<file path="src/rtl/uart_bridge_pkg.sv">
// ---------------------------------------------------------------------------
// uart_bridge_pkg
//   Shared definitions for the uart host bridge: the default character width
//   and the 2-bit encodings of the RX and TX sequencing state machines.
// ---------------------------------------------------------------------------
package uart_bridge_pkg;

    // Character width of the uart core the bridge is paired with.
    localparam int DATA_W_DEFAULT = 8;

    // RX sequencer encodings.
    localparam logic [1:0] RX_IDLE_ENC  = 2'b00;
    localparam logic [1:0] RX_ACK_ENC   = 2'b01;
    localparam logic [1:0] RX_WAIT_ENC  = 2'b10;

    // TX sequencer encodings.
    localparam logic [1:0] TX_IDLE_ENC  = 2'b00;
    localparam logic [1:0] TX_START_ENC = 2'b01;
    localparam logic [1:0] TX_BUSY_ENC  = 2'b10;

    typedef enum logic [1:0] {
        RX_IDLE = RX_IDLE_ENC,
        RX_ACK  = RX_ACK_ENC,
        RX_WAIT = RX_WAIT_ENC
    } rx_state_e;

    typedef enum logic [1:0] {
        TX_IDLE  = TX_IDLE_ENC,
        TX_START = TX_START_ENC,
        TX_BUSY  = TX_BUSY_ENC
    } tx_state_e;

endpackage

</file>
<file path="src/rtl/uart_bridge_fifo.sv">
// ---------------------------------------------------------------------------
// uart_bridge_fifo
//   Synchronous FIFO used for both bridge directions. The head entry comes
//   straight out of the storage registers, so head is valid whenever empty
//   is low; a pushed entry is visible one cycle after the push edge.
//   Push while full is accepted only if a pop happens in the same cycle;
//   pop while empty is ignored (a simultaneous push still lands).
// Ports
//   clk, rst        clock, synchronous active-high reset
//   push, din       write request and data
//   pop             read request (advances head)
//   full, empty     occupancy flags
//   level           entries held, 0..DEPTH
//   head            oldest entry
// ---------------------------------------------------------------------------
module uart_bridge_fifo #(
    parameter int WIDTH = 8,
    parameter int DEPTH = 16
) (
    input  logic                     clk,
    input  logic                     rst,
    input  logic                     push,
    input  logic [WIDTH-1:0]         din,
    input  logic                     pop,
    output logic                     full,
    output logic                     empty,
    output logic [$clog2(DEPTH):0]   level,
    output logic [WIDTH-1:0]         head
);

    localparam int AW = $clog2(DEPTH);
    localparam logic [AW:0] FULL_LEVEL = (AW+1)'(DEPTH);

    logic [WIDTH-1:0] r_mem [DEPTH];
    logic [AW-1:0]    r_wr_ptr;
    logic [AW-1:0]    r_rd_ptr;
    logic [AW:0]      r_level;

    logic w_do_push;
    logic w_do_pop;

    assign full      = (r_level == FULL_LEVEL);
    assign empty     = (r_level == '0);
    assign level     = r_level;
    assign head      = r_mem[r_rd_ptr];

    // When full, the slot being written is the one being popped this cycle.
    assign w_do_push = push && (!full || pop);
    assign w_do_pop  = pop && !empty;

    // NOTE: sequential state uses non-blocking assignments so every register
    // samples the pre-edge values, independent of statement order.
    always_ff @(posedge clk) begin
        if (rst) begin
            r_wr_ptr <= '0;
            r_rd_ptr <= '0;
            r_level  <= '0;
        end else begin
            // Pointers are AW bits wide; DEPTH is a power of two, so they wrap.
            if (w_do_push) r_wr_ptr <= r_wr_ptr + 1'b1;
            if (w_do_pop)  r_rd_ptr <= r_rd_ptr + 1'b1;
            case ({w_do_push, w_do_pop})
                2'b10:   r_level <= r_level + 1'b1;
                2'b01:   r_level <= r_level - 1'b1;
                default: r_level <= r_level;
            endcase
        end
    end

    // NOTE: storage is deliberately left out of reset; the level counter
    // already marks every entry invalid, and un-reset arrays map to plain
    // register files or RAM.
    always_ff @(posedge clk) begin
        if (w_do_push) r_mem[r_wr_ptr] <= din;
    end

endmodule

</file>
<file path="src/rtl/uart_host_bridge.sv">
// ---------------------------------------------------------------------------
// uart_host_bridge
//   Buffered adapter between the uart core handshake (rdy/rdy_clr/dout,
//   wr_en/din/tx_busy) and a valid/ready host stream, with RX and TX FIFOs
//   and a sticky RX overflow flag.
// Ports
//   clk, rst                      clock, synchronous active-high reset
//   uart_rdy, uart_dout           received character from the uart
//   uart_rdy_clr                  one-cycle acknowledge to the uart
//   uart_tx_busy                  uart transmitter busy
//   uart_wr_en, uart_din          transmit request and character
//   rx_data, rx_valid, rx_ready   host RX stream (RX FIFO head)
//   tx_data, tx_valid, tx_ready   host TX stream (into TX FIFO)
//   rx_overflow, ovf_clr          sticky drop flag and its clear
//   rx_level                      RX FIFO occupancy
//   loopback                      only with UART_BRIDGE_LOOPBACK_EN
// Configuration
//   UART_BRIDGE_LOOPBACK_EN: adds the loopback input; while it is high,
//   received characters are routed into the TX FIFO and the host TX port
//   is closed. Without the macro the RX path always feeds the RX FIFO.
// ---------------------------------------------------------------------------
module uart_host_bridge
    import uart_bridge_pkg::*;
#(
    parameter int DATA_W   = DATA_W_DEFAULT,
    parameter int RX_DEPTH = 16,
    parameter int TX_DEPTH = 16
) (
    input  logic                        clk,
    input  logic                        rst,
`ifdef UART_BRIDGE_LOOPBACK_EN
    input  logic                        loopback,
`endif
    input  logic                        uart_rdy,
    input  logic [DATA_W-1:0]           uart_dout,
    output logic                        uart_rdy_clr,
    input  logic                        uart_tx_busy,
    output logic                        uart_wr_en,
    output logic [DATA_W-1:0]           uart_din,
    output logic [DATA_W-1:0]           rx_data,
    output logic                        rx_valid,
    input  logic                        rx_ready,
    input  logic [DATA_W-1:0]           tx_data,
    input  logic                        tx_valid,
    output logic                        tx_ready,
    output logic                        rx_overflow,
    input  logic                        ovf_clr,
    output logic [$clog2(RX_DEPTH):0]   rx_level
);

    rx_state_e r_rx_state, w_rx_next;
    tx_state_e r_tx_state, w_tx_next;

    logic              w_rx_capture;
    logic              w_lb;
    logic              w_rx_push, w_rx_pop, w_rx_full, w_rx_empty;
    logic              w_lb_push, w_host_push;
    logic              w_tx_push, w_tx_pop, w_tx_full, w_tx_empty;
    logic [DATA_W-1:0] w_tx_din, w_tx_head;
    logic              w_drop;
    logic [$clog2(TX_DEPTH):0] w_tx_level_unused;

    logic [DATA_W-1:0] r_din;
    logic              r_overflow;

    // ---------------- loopback routing ----------------
`ifdef UART_BRIDGE_LOOPBACK_EN
    // The routing decision is only re-sampled in RX_IDLE so a character in
    // flight keeps the destination it was captured for.
    logic r_lb;
    always_ff @(posedge clk) begin
        if (rst)                        r_lb <= 1'b0;
        else if (r_rx_state == RX_IDLE) r_lb <= loopback;
    end
    assign w_lb = (r_rx_state == RX_IDLE) ? loopback : r_lb;
`else
    assign w_lb = 1'b0;
`endif

    // ---------------- RX sequencer ----------------
    always_ff @(posedge clk) begin
        if (rst) r_rx_state <= RX_IDLE;
        else     r_rx_state <= w_rx_next;
    end

    // NOTE: every output of this block gets a default before the case, so no
    // path leaves a signal unassigned and no latch is inferred.
    always_comb begin
        w_rx_next    = r_rx_state;
        w_rx_capture = 1'b0;
        uart_rdy_clr = 1'b0;
        case (r_rx_state)
            RX_IDLE: if (uart_rdy) begin
                w_rx_capture = 1'b1;
                w_rx_next    = RX_ACK;
            end
            RX_ACK: begin
                uart_rdy_clr = 1'b1;
                w_rx_next    = RX_WAIT;
            end
            // Wait for the uart to drop rdy so one character is taken once.
            RX_WAIT: if (!uart_rdy) w_rx_next = RX_IDLE;
            default: w_rx_next = RX_IDLE;
        endcase
    end

    assign w_rx_push = w_rx_capture && !w_lb;
    assign w_lb_push = w_rx_capture &&  w_lb;
    assign w_rx_pop  = rx_valid && rx_ready;

    // A full FIFO still accepts a character if it is popped the same cycle.
    assign w_drop = (w_rx_push && w_rx_full && !w_rx_pop) ||
                    (w_lb_push && w_tx_full && !w_tx_pop);

    always_ff @(posedge clk) begin
        if (rst)          r_overflow <= 1'b0;
        else if (w_drop)  r_overflow <= 1'b1;   // set beats clear
        else if (ovf_clr) r_overflow <= 1'b0;
    end
    assign rx_overflow = r_overflow;

    uart_bridge_fifo #(.WIDTH(DATA_W), .DEPTH(RX_DEPTH)) u_rx_fifo (
        .clk   (clk),
        .rst   (rst),
        .push  (w_rx_push),
        .din   (uart_dout),
        .pop   (w_rx_pop),
        .full  (w_rx_full),
        .empty (w_rx_empty),
        .level (rx_level),
        .head  (rx_data)
    );
    assign rx_valid = !w_rx_empty;

    // ---------------- TX sequencer ----------------
    always_ff @(posedge clk) begin
        if (rst) r_tx_state <= TX_IDLE;
        else     r_tx_state <= w_tx_next;
    end

    always_comb begin
        w_tx_next = r_tx_state;
        w_tx_pop  = 1'b0;
        case (r_tx_state)
            TX_IDLE: if (!w_tx_empty && !uart_tx_busy) begin
                w_tx_pop  = 1'b1;
                w_tx_next = TX_START;
            end
            // wr_en stays up until the uart reports it has taken the character.
            TX_START: if (uart_tx_busy)  w_tx_next = TX_BUSY;
            TX_BUSY:  if (!uart_tx_busy) w_tx_next = TX_IDLE;
            default:  w_tx_next = TX_IDLE;
        endcase
    end

    always_ff @(posedge clk) begin
        if (rst)           r_din <= '0;
        else if (w_tx_pop) r_din <= w_tx_head;
    end

    assign uart_din   = r_din;
    assign uart_wr_en = (r_tx_state == TX_START);

    // Ready also while full if the sequencer pops this cycle, so a full FIFO
    // can take a push and a pop together without changing level.
    assign tx_ready    = (!w_tx_full || w_tx_pop) && !w_lb;
    assign w_host_push = tx_valid && tx_ready;
    assign w_tx_push   = w_host_push || w_lb_push;
    assign w_tx_din    = w_lb_push ? uart_dout : tx_data;

    uart_bridge_fifo #(.WIDTH(DATA_W), .DEPTH(TX_DEPTH)) u_tx_fifo (
        .clk   (clk),
        .rst   (rst),
        .push  (w_tx_push),
        .din   (w_tx_din),
        .pop   (w_tx_pop),
        .full  (w_tx_full),
        .empty (w_tx_empty),
        .level (w_tx_level_unused),   // TX occupancy is not exported
        .head  (w_tx_head)
    );

endmodule

</file>
<file path="config.mk">
export PLATFORM = sky130hd
export DESIGN_NAME = uart_host_bridge
export DESIGN_NICKNAME = d
export VERILOG_FILES = /design/src/rtl/uart_bridge_pkg.sv /design/src/rtl/uart_bridge_fifo.sv /design/src/rtl/uart_host_bridge.sv
export SDC_FILE = /design/constraint.sdc
export NUM_CORES = 1
export LEC_CHECK = 0
export CAP_MARGIN = 20
export CORE_UTILIZATION = 60
export DETAILED_ROUTE_END_ITERATION = 6
export PLACE_DENSITY = 0.78
export SLEW_MARGIN = 20
export SYNTH_ARGS = -nofsm -noshare
export SYNTH_HDL_FRONTEND = slang
export SYNTH_SLANG_ARGS = --single-unit
</file>
<file path="constraint.sdc">
create_clock -name clk -period 3.9 [get_ports clk]
set_input_delay 0.39 -clock clk [delete_from_list [all_inputs] [get_ports clk]]
set_output_delay 0.39 -clock clk [all_outputs]
set_load 0.02 [all_outputs]
</file>
# ---- After elaboration in Yosys (flattened, before gate mapping)
# Memory sizes are Yosys's and may differ from the RTL's. A register that Yosys moved wholly into a read port is not among the register bits.
# Cells that the tools add are included.
dict set report classes {
  n_addsub 8
  n_eq_ne 15
  mux 22
  reduce_logical 26
}
# cell n
set op_table {}
lappend op_table {{5-bit one-hot mux with 2 select lines} 2}
lappend op_table {{4-bit by 1-bit adder with 4-bit output (second input constant)} 4}
lappend op_table {{2-bit one-hot mux with 3 select lines} 2}
lappend op_table {{1-bit 2-to-1 mux} 11}
lappend op_table {{5-bit by 1-bit adder with 5-bit output (second input constant)} 2}
lappend op_table {{5-bit == test (second input constant)} 2}
lappend op_table {{5-bit logical NOT} 2}
lappend op_table {{2-bit 2-to-1 mux} 5}
lappend op_table {{2-bit inequality test (second input constant)} 5}
lappend op_table {{5-bit by 1-bit subtractor with 5-bit output (second input constant)} 2}
lappend op_table {{1-bit logical AND} 9}
lappend op_table {{2-bit by 1-bit == test with 1-bit output (second input constant)} 4}
lappend op_table {{2-bit == test (second input constant)} 4}
lappend op_table {{4-bit 2-to-1 mux} 2}
lappend op_table {{1-bit logical NOT} 6}
lappend op_table {{2-bit nonzero test} 3}
lappend op_table {{2-bit logical NOT} 2}
lappend op_table {{3-bit AND reduction} 1}
lappend op_table {{1-bit logical OR} 2}
lappend op_table {{2-bit AND reduction} 1}
dict set report totals {
  ff_bits 31
  ramBits 256
  input_bits 23
  out_inout_bits 26
  memories 2
}
# name words word_bits read_ports rd_ports_with_merged_regs write_ports line
set mem_list {}
lappend mem_list {u_rx_fifo.r_mem 16 8 1 1 1 uart_bridge_fifo.sv:34} ;# logic [WIDTH-1:0] r_mem [DEPTH];
lappend mem_list {u_tx_fifo.r_mem 16 8 1 1 1 uart_bridge_fifo.sv:34}

# ---- Logic depth before layout (Yosys ltp)
# Gate-level depths: netlist of the first run.
dict set report depth {
  ltp_word 10
  mapped_depth 12
  mapped_depth_nobuf 11
}

# ---- By module
# From an unflattened synthesis of the first run, not the netlist that was laid out.
dict set report unflattened {
  cells_unflattened 704
  hier_area_um2 12300.5
}
# module instances cells_each area_each_um2 seq_area_each_um2
set modules_own_cells {}
lappend modules_own_cells {{uart_bridge_fifo (u_tx_fifo)} 1 324 5876.9 4184.0}
lappend modules_own_cells {{uart_bridge_fifo (u_rx_fifo)} 1 319 5811.8 4184.0}
lappend modules_own_cells {uart_host_bridge 1 61 611.8 260.2}

# ---- Worst setup path before layout of the first run
# Ideal clock, no wire load.
dict set report synth_timing {
  path_type {register to register}
  start {register u_rx_fifo.r_level[0] (netlist: u_rx_fifo.level[0])}
  end {register u_rx_fifo.r_level[4] (netlist: u_rx_fifo.level[4])}
  setup_ns 0.123
  arrival_time_ns 2.752
  t_required_ns 3.777
  slack_ns 1.024
  stages_incl_launch_ff 10
  n_path_buf 0
  path_cell_list {dfxtp_1 > nor4_2 > a21oi_1 > ha_1 > ha_1 > nor2b_1 > o21ai_0 > a21oi_1 > or3b_1 > mux2_1}
}
dict set report synth_via {
  elab_chain_cells 7
  elab_cells_between_ends 14
}
# element line
set synth_rtl {}
lappend synth_rtl {{start: declaration} uart_bridge_fifo.sv:37} ;# logic [AW:0] r_level;
lappend synth_rtl {{start signal: assignment} uart_bridge_fifo.sv:63} ;# 2'b10: r_level <= r_level + 1'b1;
lappend synth_rtl {{start signal: assignment} uart_bridge_fifo.sv:64} ;# 2'b01: r_level <= r_level - 1'b1;
lappend synth_rtl {{start signal: assignment} uart_bridge_fifo.sv:65} ;# default: r_level <= r_level;
lappend synth_rtl {{5-bit logical NOT} uart_bridge_fifo.sv:43} ;# assign empty = (r_level == '0);
lappend synth_rtl {{1-bit logical NOT} {uart_bridge_fifo.sv:49, uart_host_bridge.sv:133}}
lappend synth_rtl {{1-bit logical AND} uart_host_bridge.sv:109} ;# assign w_rx_pop = rx_valid && rx_ready;
lappend synth_rtl {{1-bit logical OR} uart_bridge_fifo.sv:48} ;# assign w_do_push = push && (!full || pop);
lappend synth_rtl {{1-bit logical AND} uart_bridge_fifo.sv:48}
lappend synth_rtl {{2-bit by 1-bit == test with 1-bit output or 2-bit == test (tied branches)} uart_bridge_fifo.sv:62} ;# case ({w_do_push, w_do_pop})
lappend synth_rtl {{5-bit one-hot mux with 2 select lines or 2-bit nonzero test (tied branches)} --}
# Several ways; a longest one is shown, not always the timed one.
# A chain may end at the register's enable or synchronous reset.

==> summary.log, run 1 <==
INFO  synth          ys_seq_elements=299
INFO  route          viasPerCell=6.01
INFO  synth          netlist_area=12,000µm²
INFO  route          ant_nets=0
INFO  setup_path     worst_r2r_startpoint=u_rx_fifo.level[0]
INFO  final_layout   syn2layout_area_growth=14.1%
INFO  cts            cts.root.buffer_cell=clkbuf_16
INFO  cts            cts_buffers=29
INFO  synth          leading_post_synthesis_cells_by_instance_count=edfxtp_1, nor2_1, mux2i_1
INFO  cts            max-clock-path-buffers=3
INFO  floorplan      initial_standard_cell_utilization_of_the_core=61.4%
INFO  floorplan      fp.dieW=144µm
INFO  sta            tightest_slew=0.924ns
INFO  final_layout   multi_input_comb_area=3210µm²
INFO  cts            cts_setup_buffers=0
INFO  setup_path     path_max_fanout=32
INFO  final_layout   fin_nets=785
INFO  global_routing grt_max_degree=33
INFO  final_layout   utilization=70.1%
INFO  setup_path     data_arrival_time_of_the_worst_path=3.08ns
INFO  cts            cts_htree_levels=1
INFO  setup_path     end_kind=primary output
INFO  power          peakVddDrop=0.444mV
INFO  synth          number_of_library_cell_types_mapped_by_synthesis=48
INFO  global_routing global_route.usage.total=23.2%
INFO  synth          number_of_synthesized_flops_with_an_enable_pin=256
INFO  cts            clock-sinks=299
INFO  placement      io_buffer_count=48
INFO  placement      finalWeightedCongestion=0.774
INFO  route          avgRoutedWirePerCell=22.3µm
INFO  global_routing first_pass_grt_wire_length=34,900µm
INFO  placement      dp_hpwl=14,500µm
INFO  sta            grt_setup_unrepaired=no
INFO  floorplan      floorplan.die.height=144µm
INFO  route          starting_drc_count_in_detailed_routing=440
INFO  setup_path     timing_worst_setup_path_type=flip-flop to primary output
INFO  sta            max_clock_freq=288MHz
INFO  setup_path     cp_data_required_time=3.51ns
INFO  sta            setup_viol_count_final=0
INFO  synth          netlist_instances=683
INFO  setup_path     timing.critical_path.slowest_cell_delay=0.69ns
INFO  route          dr_total_vias=6,200
INFO  synth          async_flop_share=0%
INFO  setup_path     worst_path_cell_trace=buf_4, mux4_1, mux4_2, clkdlybuf4s50_1
INFO  cts            tritoncts=done
INFO  global_routing antenna_found_initial=0
INFO  synth          yosys-top-cells-area=edfxtp_1, dfxtp_1, mux4_1, mux4_2, mux2i_1
INFO  synth          largest_area_contributor_in_the_netlist=edfxtp_1
INFO  setup_path     critical_path.slowest_cell=mux4_1
INFO  sta            fin_tns_setup=0ns
INFO  synth          synth_seq_area_share=71.1%
INFO  cts            worst_setup_hold_path_clk_slew=0.06ns
INFO  synth          synthFlopType=edfxtp_1
INFO  sta            period_needed=3.47ns
INFO  cts            insertion_delay=0.55ns
INFO  floorplan      floorplan.io_pins=49
INFO  synth          synthesis.area_per_instance=17.6µm²
INFO  sta            worst_slew_margin_rel=38.4%
INFO  synth          yosysWarningCount=0
INFO  global_routing grt-ovfl-total=0
INFO  sta            fin_ws=0.432ns
INFO  sta            fin_skew=0.00901ns
INFO  route          detail_route.drc_violations=0
INFO  sta            final.period_utilization=88.9%
INFO  power          power.density_cell_area=595nW/µm²
INFO  outcome        run_status=complete, no violations
INFO  power          total_power=0.00817W
INFO  cts            cts-hold-fix-buffers=0
INFO  sta            drv_slew=0
INFO  hold_path      min-delay-start=uart_rdy
INFO  global_routing grt_pass1_vias=6,336
INFO  final_layout   seqCellArea=8550µm²
INFO  power          power.leakage=4.44nW
INFO  final_layout   post_route_cells_drive_above_1_share=13.1%
INFO  final_layout   fillerInstances=1,206
INFO  synth          netlist.area_leader.share=63.9%
INFO  floorplan      rows=51
INFO  setup_path     setup.worst_path.start_class=flip-flop
INFO  hold_path      worst_min_delay_path_category=input port to flip-flop
INFO  final_layout   n_antenna_cell=0
INFO  route          detail_route.first_pass.iterations=5
INFO  floorplan      placeableCoreArea=19,600µm²
INFO  sta            timing.hold.ws=0.464ns
INFO  floorplan      die-area=20,600µm²
INFO  synth          synth_most_common_cell=edfxtp_1
INFO  route          postRouteWirelength=23,000µm
INFO  cts            ctsResizeCount=0
INFO  flow_run       cap_viol_max_count=0
INFO  placement      preCtsSetupSlack=0.356ns
INFO  synth          syn_nets=725
INFO  sta            timing_hold_violations_final=0
## final cells by class
class                      count  share of cell area [%]
clock buffer                  36                    5.55
clock inverter                18                    1.43
inverter                      16                   0.437
multi-input combinational    331                    23.4
sequential                   299                    62.3
tap                          265                    2.42
timing repair buffer          66                    4.48
## logic make-up after synthesis
family                     share of synthesized area, %
DFF                                                71.1
and+or+nand+nor                                    5.46
muxes                                              14.2
AOI/OAI and AO/OA                                  3.56
buffers and inverters                              2.27
xor gates and xnor gates                           1.38
adders and majority gates                          2.04
## worst max-delay path: cells and delay by family (launching register included)
kind                   cells  cell delay (ns)
multiplexers               2             1.19
buffers and inverters      2             1.01
flip-flops                 1             0.31
## state kept, by name, indices dropped and copies added (netlist names), named ones only
signal,cells
u_rx_fifo.r_mem,128
r_tx_state,2
u_tx_fifo.level,5
u_tx_fifo.r_rd_ptr,4
r_rx_state,2
u_tx_fifo.r_mem,128
u_rx_fifo.r_rd_ptr,4
u_rx_fifo.level,5
rx_overflow,1
uart_din,8
u_tx_fifo.r_wr_ptr,4
u_rx_fifo.r_wr_ptr,4
## final timing paths
kind                                           end  slack [ns]  depth (start not counted)
worst min register to register         rx_overflow        0.49                          2
worst max register to register  u_rx_fifo.level[4]        0.73                          9
worst min-delay path                 r_rx_state[1]        0.46                          3
worst max-delay path                    rx_data[4]        0.43                          4
## stage by stage
stage               std cells  instance area (µm²)
CTS                      1031                13700
detailed placement        977                12800
finish                   1031                13700
floorplan                 683                12000
global placement          977                12800
global route             1031                13700
## layout by cell type, fill, tap and decap left out, types with 18 or more instances in the layout
master / instances
edfxtp_1: 256
nor2_1: 68
clkdlybuf4s50_1: 48
mux2i_1: 44
dfxtp_1: 41
clkbuf_16: 29
mux4_2: 28
mux4_1: 24
o22ai_1: 21
nand2_1: 20
ha_1: 18
buf_4: 18
## per-layer routing
layer	wire length, µm	track usage, %	part of all wire (%)	vias to the layer above
met4	845	9.85	3.7	0
met3	877	3.50	3.8	55
met1	8710	27.0	38	3165
li1	-	-	-	2811
met5	0	0	0	-
met2	12500	42.9	55	169
## where the power goes
group          total, W  switching [W]  internal [W]
logic           0.00159       0.000860      0.000735
clock network   0.00280        0.00115       0.00165
registers       0.00377       0.000141       0.00363
total           0.00817        0.00215       0.00602
Power figures use the tool's default switching activity.
==> run 2, diff against run 1 <==
--- a/config.mk
+++ b/config.mk
@@ -6,6 +6,7 @@
 export NUM_CORES = 1
 export LEC_CHECK = 0
 export CAP_MARGIN = 20
+export CORE_MARGIN = 2
 export CORE_UTILIZATION = 60
 export DETAILED_ROUTE_END_ITERATION = 6
 export PLACE_DENSITY = 0.78
==> run 2 against run 1 <==
Against the previous run:
- worst setup slack improved by 0.017 ns
- die area grew 2.8%
- core utilization is 0.22 points lower
- clock power fell by 6%
- sequential power is essentially flat
==> summary.log, run 2 (same netlist as run 1, synthesis figures left out) <==
INFO  setup_path     worst_path_cell_trace=buf_4, mux4_1, mux4_2, clkdlybuf4s50_1
INFO  cts            max-clock-path-buffers=3
INFO  power          power.leakage=4.41nW
INFO  cts            insertion_delay=0.54ns
INFO  route          postRouteWirelength=22,300µm
INFO  sta            tightest_slew=0.873ns
INFO  route          avgRoutedWirePerCell=21.6µm
INFO  final_layout   layout_common_cells=edfxtp_1, nor2_1, clkdlybuf4s50_1
INFO  cts            worst_setup_hold_path_clk_slew=0.06ns
INFO  floorplan      floorplan.io_pins=49
INFO  sta            fin_tns_setup=0ns
INFO  setup_path     cp_data_required_time=3.51ns
INFO  global_routing first_pass_grt_wire_length=35,100µm
INFO  global_routing grt_max_degree=33
INFO  sta            period_needed=3.45ns
INFO  route          dr_total_vias=6,192
INFO  setup_path     data_arrival_time_of_the_worst_path=3.06ns
INFO  hold_path      worst_min_delay_path_category=input port to flip-flop
INFO  global_routing grt_pass1_vias=6,306
INFO  placement      postPlaceCellArea=12,800µm²
INFO  sta            max_clock_freq=290MHz
INFO  cts            cts_htree_levels=1
INFO  sta            timing_hold_violations_final=0
INFO  power          power.density_cell_area=585nW/µm²
INFO  sta            drv_slew=0
INFO  final_layout   instances_no_fill=1,030
INFO  sta            fin_skew=0.00755ns
INFO  route          viasPerCell=6.01
INFO  cts            ctsResizeCount=0
INFO  global_routing antenna_found_initial=0
INFO  final_layout   utilization=69.9%
INFO  sta            worst_slew_margin_rel=41.6%
INFO  placement      dp_hpwl=14,200µm
INFO  power          peakVddDrop=0.486mV
INFO  global_routing global_route.usage.total=21.3%
INFO  hold_path      timing.hold.worst_path_depth=3
INFO  sta            final.period_utilization=88.5%
INFO  sta            setup_viol_count_final=0
INFO  cts            cts-hold-fix-buffers=0
INFO  floorplan      placeableCoreArea=19,600µm²
INFO  floorplan      rows=51
INFO  cts            cts.root.buffer_cell=clkbuf_16
INFO  cts            cts_setup_buffers=0
INFO  power          total_power=0.00800W
INFO  setup_path     rr_worst_depth=11
INFO  setup_path     setup.worst_path.start_class=flip-flop
INFO  final_layout   layout.cells.most_common=edfxtp_1
INFO  floorplan      fp.dieW=146µm
INFO  setup_path     end_kind=primary output
INFO  final_layout   post_route_cells_drive_above_1_share=12.4%
INFO  final_layout   fin_nets=785
INFO  flow_run       cap_viol_max_count=0
INFO  cts            tritoncts=done
INFO  cts            clock-sinks=299
INFO  floorplan      die-area=21,200µm²
INFO  cts            cts_buffers=28
INFO  setup_path     critical_path.slowest_cell=mux4_1
INFO  final_layout   fillerInstances=1,222
INFO  placement      io_buffer_count=48
INFO  global_routing grt-ovfl-total=0
INFO  final_layout   syn2layout_area_growth=13.8%
INFO  setup_path     timing.critical_path.slowest_cell_delay=0.67ns
INFO  final_layout   n_antenna_cell=0
INFO  final_layout   finalInstanceArea=13,700µm²
INFO  sta            grt_setup_unrepaired=no
INFO  placement      dp.cells=978
INFO  floorplan      floorplan.die.height=146µm
INFO  setup_path     timing_worst_setup_path_type=flip-flop to primary output
INFO  route          detail_route.drc_violations=0
INFO  route          ant_nets=0
INFO  setup_path     path_max_fanout=32
INFO  floorplan      initial_standard_cell_utilization_of_the_core=61.4%
INFO  route          detail_route.first_pass.iterations=5
INFO  outcome        run_status=complete, no violations
INFO  route          starting_drc_count_in_detailed_routing=568
INFO  placement      finalWeightedCongestion=0.808
run 2: cell count changes in the layout (fill, tap and decap cells not counted):
cell       previous run  this run
bufinv_16             4         2
buf_4                18        19
clkinv_1              2         5
clkinv_2              9         4
inv_6                 1         0
clkbuf_8              1         3
clkbuf_1              6         7
run 2: through the flow:
stage / setup slack [ns] / hold slack, ns
floorplan: 1.02 / 0.467
global placement: 0.501 / 0.460
detailed placement: 0.400 / 0.475
CTS: 0.413 / 0.443
global route: 0.348 / 0.476
finish: 0.449 / 0.459
run 2: report_power, final:
part	total, W	internal (W)	switching, W
registers	0.00377	0.00363	0.000141
clock network	0.00264	0.00155	0.00110
logic	0.00158	0.000734	0.000851
total	0.00800	0.00591	0.00209
run 2: final cells by class:
type / count / area, µm² / area share, %
well taps: 265 / 332 / 2.42
clock buffers: 39 / 793 / 5.80
inverters: 16 / 60.1 / 0.439
multi-input cells: 331 / 3210 / 23.5
clock inverters: 13 / 114 / 0.832
flip-flops and latches: 299 / 8550 / 62.5
repair buffers: 67 / 623 / 4.55
run 2: path summary, 6_finish.rpt:
| check | end | slack, ns | start |
|---|---|---|---|
| worst max register to register | u_tx_fifo.level[4] | 0.82 | r_tx_state[1] |
| worst min-delay path | r_rx_state[1] | 0.46 | uart_rdy |
| worst max-delay path | rx_data[4] | 0.45 | flip-flop |
| worst min register to register | rx_overflow | 0.48 | rx_overflow |
run 2: metal layers:
layer  vias to the layer above  track usage, %  share of wire (%)
li1                       2817               -                  -
met1                      3111            27.0                 38
met2                       225            37.8                 53
met3                        39            3.10                5.5
met4                         0            7.65                2.8
met5                         -               0                  0
run 2: worst max-delay path: cells and delay by family, from the launching register on:
family	cells	cell delay (ns)
flip-flops	1	0.31
multiplexers	2	1.17
buffers and inverters	2	1.02
==> run 3, diff against run 2 <==
--- a/config.mk
+++ b/config.mk
@@ -9,6 +9,7 @@
 export CORE_MARGIN = 2
 export CORE_UTILIZATION = 60
 export DETAILED_ROUTE_END_ITERATION = 6
+export GPL_TIMING_DRIVEN = 0
 export PLACE_DENSITY = 0.78
 export SLEW_MARGIN = 20
 export SYNTH_ARGS = -nofsm -noshare
==> run 3 against run 2 <==
Against the previous run:
- first-iteration DRC count fell by 13%
- hold slack got worse by 0.22 ns
- via count grew 2.4%
- clock skew rose by 0.0089 ns
- non-clock buffer count rose by 17
- final area rose by 0.69%
- sequential power barely moved
==> summary.log, run 3 (same netlist as run 1, synthesis figures left out) <==
INFO  cts            insertion_delay=0.55ns
INFO  global_routing antenna_found_initial=0
INFO  flow_run       cap_viol_max_count=0
INFO  cts            cts_buffers=31
INFO  cts            cts_htree_levels=1
INFO  sta            final.period_utilization=87.9%
INFO  final_layout   fin_nets=805
INFO  sta            max_clock_freq=292MHz
INFO  power          internal_power_of_the_cells=0.00588W
INFO  sta            setup_viol_count_final=0
INFO  placement      io_buffer_count=47
INFO  setup_path     setup.worst_path.start_class=flip-flop
INFO  cts            ctsResizeCount=0
INFO  route          detail_route.first_pass.iterations=5
INFO  power          total_power=0.00807W
INFO  power          sequentialPowerShare=46.4%
INFO  setup_path     critical_path.slowest_cell=buf_1
INFO  final_layout   fillerInstances=1,229
INFO  cts            cts-hold-fix-buffers=0
INFO  power          swShare=27.2%
INFO  sta            period_needed=3.43ns
INFO  final_layout   syn2layout_area_growth=14.6%
INFO  route          viasPerCell=6.02
INFO  hold_path      min-delay-start=rst
INFO  hold_path      worst_min_delay_path_category=input port to flip-flop
INFO  placement      dp_hpwl=15,300µm
INFO  placement      dp.cells=995
INFO  floorplan      floorplan.io_pins=49
INFO  sta            fin_tns_setup=0ns
INFO  setup_path     path_max_fanout=10
INFO  cts            cts_setup_buffers=0
INFO  cts            max-clock-path-buffers=3
INFO  sta            grt_setup_unrepaired=no
INFO  power          power.leakage=4.46nW
INFO  sta            timing.hold.ws=0.235ns
INFO  final_layout   instances_no_fill=1,053
INFO  global_routing first_pass_grt_wire_length=37,400µm
INFO  route          avgRoutedWirePerCell=23.0µm
INFO  floorplan      die-area=21,200µm²
INFO  route          dr_total_vias=6,342
INFO  power          switching_power=0.00220W
INFO  cts            cts.root.buffer_cell=clkbuf_16
INFO  final_layout   layout_common_cells=edfxtp_1, nor2_1, clkdlybuf4s50_1
INFO  global_routing grt_pass1_vias=6,504
INFO  cts            tritoncts=done
INFO  sta            timing_hold_violations_final=0
INFO  placement      finalWeightedCongestion=0.819
INFO  final_layout   layout.cells.most_common=edfxtp_1
INFO  route          starting_drc_count_in_detailed_routing=494
INFO  final_layout   n_antenna_cell=0
INFO  power          peakVddDrop=0.472mV
INFO  sta            drv_slew=0
INFO  final_layout   utilization=70.3%
INFO  global_routing grt_max_degree=17
INFO  setup_path     timing_worst_setup_path_type=flip-flop to primary output
INFO  floorplan      fp.dieW=146µm
INFO  route          detail_route.drc_violations=0
INFO  setup_path     cp_data_required_time=3.51ns
INFO  setup_path     critical_path.most_common_cell=mux4_2
INFO  setup_path     timing.critical_path.slowest_cell_delay=0.55ns
INFO  power          power.density_cell_area=586nW/µm²
INFO  cts            worst_setup_hold_path_clk_slew=0.06ns
INFO  sta            tightest_slew=0.953ns
INFO  floorplan      floorplan.die.height=146µm
INFO  power          power_frac_comb=20.7%
INFO  floorplan      placeableCoreArea=19,600µm²
INFO  sta            worst_slew_margin_rel=36.2%
INFO  route          postRouteWirelength=24,300µm
INFO  setup_path     data_arrival_time_of_the_worst_path=3.04ns
INFO  global_routing grt-ovfl-total=0
INFO  floorplan      rows=51
INFO  cts            clock-sinks=299
INFO  global_routing global_route.usage.total=23.0%
INFO  final_layout   post_route_cells_drive_above_1_share=12.3%
INFO  route          ant_nets=0
INFO  sta            fin_skew=0.0164ns
INFO  setup_path     end_kind=primary output
INFO  floorplan      initial_standard_cell_utilization_of_the_core=61.4%
INFO  outcome        run_status=complete, no violations
INFO  power          p_clk_share=32.8%
INFO  setup_path     worst_r2r_startpoint=u_rx_fifo.level[0]
INFO  setup_path     worst_path_cell_trace=buf_1, mux4_2, mux4_2, clkdlybuf4s50_1
-- run 3: area by class of cell --
cell class	count	area [µm²]	share of cell area [%]
flip-flops and latches	299	8550	62.0
inverters	16	60.1	0.436
multi-input cells	331	3250	23.6
plain buffers	37	213	1.54
clock buffers	44	835	6.06
repair buffers	47	470	3.41
well taps	265	332	2.41
clock inverters	14	73.8	0.536
-- run 3: per-stage QoR --
step	instance area, µm²	setup slack, ns
after floorplan	12000	1.02
after global placement	12800	0.427
after detailed placement	12900	0.258
after CTS	13800	0.430
after global routing	13800	0.389
final	13800	0.474
-- run 3: path summary, 6_finish.rpt --
path / depth (start not counted) / endpoint / slack (ns)
setup / recovery: 4 / rx_data[6] / 0.47
hold / removal: 3 / u_tx_fifo.level[3] / 0.24
setup reg to reg: 9 / u_rx_fifo.level[4] / 0.65
hold reg to reg: 2 / rx_overflow / 0.50
-- run 3: power groups by stage --
stage / registers [W] / clock network (W) / logic (W)
floorplan: 0.00386 / 0 / 0.00104
global placement: 0.00380 / 0 / 0.00158
detailed placement: 0.00381 / 0 / 0.00166
CTS: 0.00375 / 0.00269 / 0.00168
global route: 0.00377 / 0.00280 / 0.00180
finish: 0.00375 / 0.00265 / 0.00167
-- run 3: layer usage --
layer  track usage (%)  part of all wire (%)  up-vias
li1                  -                     -     2860
met1              30.2                    40     3213
met2              40.9                    52      221
met3              3.13                   4.9       48
met4              6.72                   2.5        0
met5                 0                     0        -
-- run 3: worst max-delay path: cells and delay by family (launching register included) --
family / cells / cell delay (ns)
muxes: 2 / 0.97
buffers and inverters: 2 / 1.10
DFF: 1 / 0.43
==> patch (config.mk and constraints of run 1) <==
The package constant `DATA_W_DEFAULT` goes from 8 to 6.
--- a/src/rtl/uart_bridge_pkg.sv
+++ b/src/rtl/uart_bridge_pkg.sv
@@ -8,3 +8,3 @@
     // Character width of the uart core the bridge is paired with.
-    localparam int DATA_W_DEFAULT = 8;
+    localparam int DATA_W_DEFAULT = 6;
 
Ports: changed (resized rx_data, tx_data, uart_din and uart_dout); port bits go from 49 to 41. No check against the original RTL was run, so the function may have changed too.
==> patch against run 1 <==
  * Synthesized area is 21% lower
  * Wire length is 25% lower
  * Sequential share of layout area is 2.2 points lower
  * Setup slack better by 170 ps
  * Final area is 20% lower
  * Combinational power is 16% lower
  * Sequential cell count is 66 lower
  * Global-route usage is 0.67 points lower
  * Total power is 18% lower
  * Critical path type unchanged
==> patch: results (changes against run 1) <==
post-route minimum period=3300 ps (-171 ps); buffer share of cell area=4.41% (-0.078 points); Max FO, Critical Path=24 (-25%); largest net degree at the start of global routing=42 (+27%); multi-input combinational area share=24.9% (+1.5 points); Avg WL per Cell=20.2 um (-9.3%); net count after synthesis=619 (-15%); skew final=11.4 ps (+2.35 ps); LEAKAGE=0.00358 uW (-19%); Placed Cells incl. Taps=813 (-17%); bufs w/o clock=51 (-23%); clock buf count=26 (-28%); multi-input gate count=302 (-8.8%); first-pass GRT wire length=27.9 mm (-20%); synth top area cells=edfxtp_1 (60%), dfxtp_1 (8.6%), mux4_2 (4.7%); flop-to-flop setup slack=760 ps (+30 ps); fillcell total=976 (-19%); Worst Tran Pin Value=1030 ps (+103 ps); Post-DP Area=0.0101 sq mm (-21%); nets=667 (-15%); ratio of cells with drive above 1 in the final layout=11.9% (-1.2 points); Post-synth EDFFs=192 (-25%); number of synthesized register bits=233 (-22%); r2r worst-path depth=11 (+2); status=finished clean; post-DP HPWL=11.3 mm (-22%); Starting DRT DRC Count=399 (-9.3%); Synth cell types=47 (-2.1%); Port Buffers=40 (-17%); number of CTS-inserted buffers=25 (-14%); Worst-Skew Late Latency=520 ps (-30 ps); sequential share of the synthesized area=68.9% (-2.2 points); NetSw=1780 uW (-17%); final WL=17.3 mm (-25%)
patch: power by group through the flow:
stage | Sequential, uW | Combinational, uW | Clock [uW]
3_3_place_gp | 3010 | 1280 | 0
5_1_grt | 3000 | 1440 | 2500
3_5_place_dp | 3030 | 1330 | 0
4_1_cts | 2970 | 1340 | 2400
6_report | 2970 | 1330 | 2360
2_1_floorplan | 3030 | 900 | 0
patch: cell families (layout without fill, tap and decap cells):
| family | count (synthesis) | count (layout) | share of synthesized area (%) |
|---|---|---|---|
| DFF | 233 | 233 | 68.9 |
| and+or+nand+nor | 137 | 137 | 7.02 |
| muxes | 76 | 76 | 13.5 |
| AOI/OAI and AO/OA | 51 | 51 | 3.78 |
| buffers and inverters | 46 | 112 | 2.51 |
| adders and majority gates | 19 | 19 | 2.57 |
| xor gates and xnor gates | 19 | 19 | 1.74 |
patch: per-layer routing:
metal	track usage [%]	wire [um]
met1	29.1	7050
met2	39.8	9120
met3	3.59	775
met4	6.30	392
met5	0	0
patch: critical path, delay by kind of cell (launching register included):
| kind | cells | cell delay (ps) |
|---|---|---|
| buf+inv | 2 | 930 |
| mux | 2 | 1140 |
| flops | 1 | 310 |
patch: how the worst max path moves through the flow:
| stage | endpoint | depth (start not counted) |
|---|---|---|
| after floorplan | u_rx_fifo.level[4]$_SDFFE_PP0P_ | 11 |
| after global placement | u_rx_fifo.level[4]$_SDFFE_PP0P_ | 11 |
| after detailed placement | u_rx_fifo.level[4]$_SDFFE_PP0P_ | 11 |
| after CTS | rx_data[1] | 4 |
| after global routing | rx_data[2] | 4 |
| final | rx_data[1] | 4 |
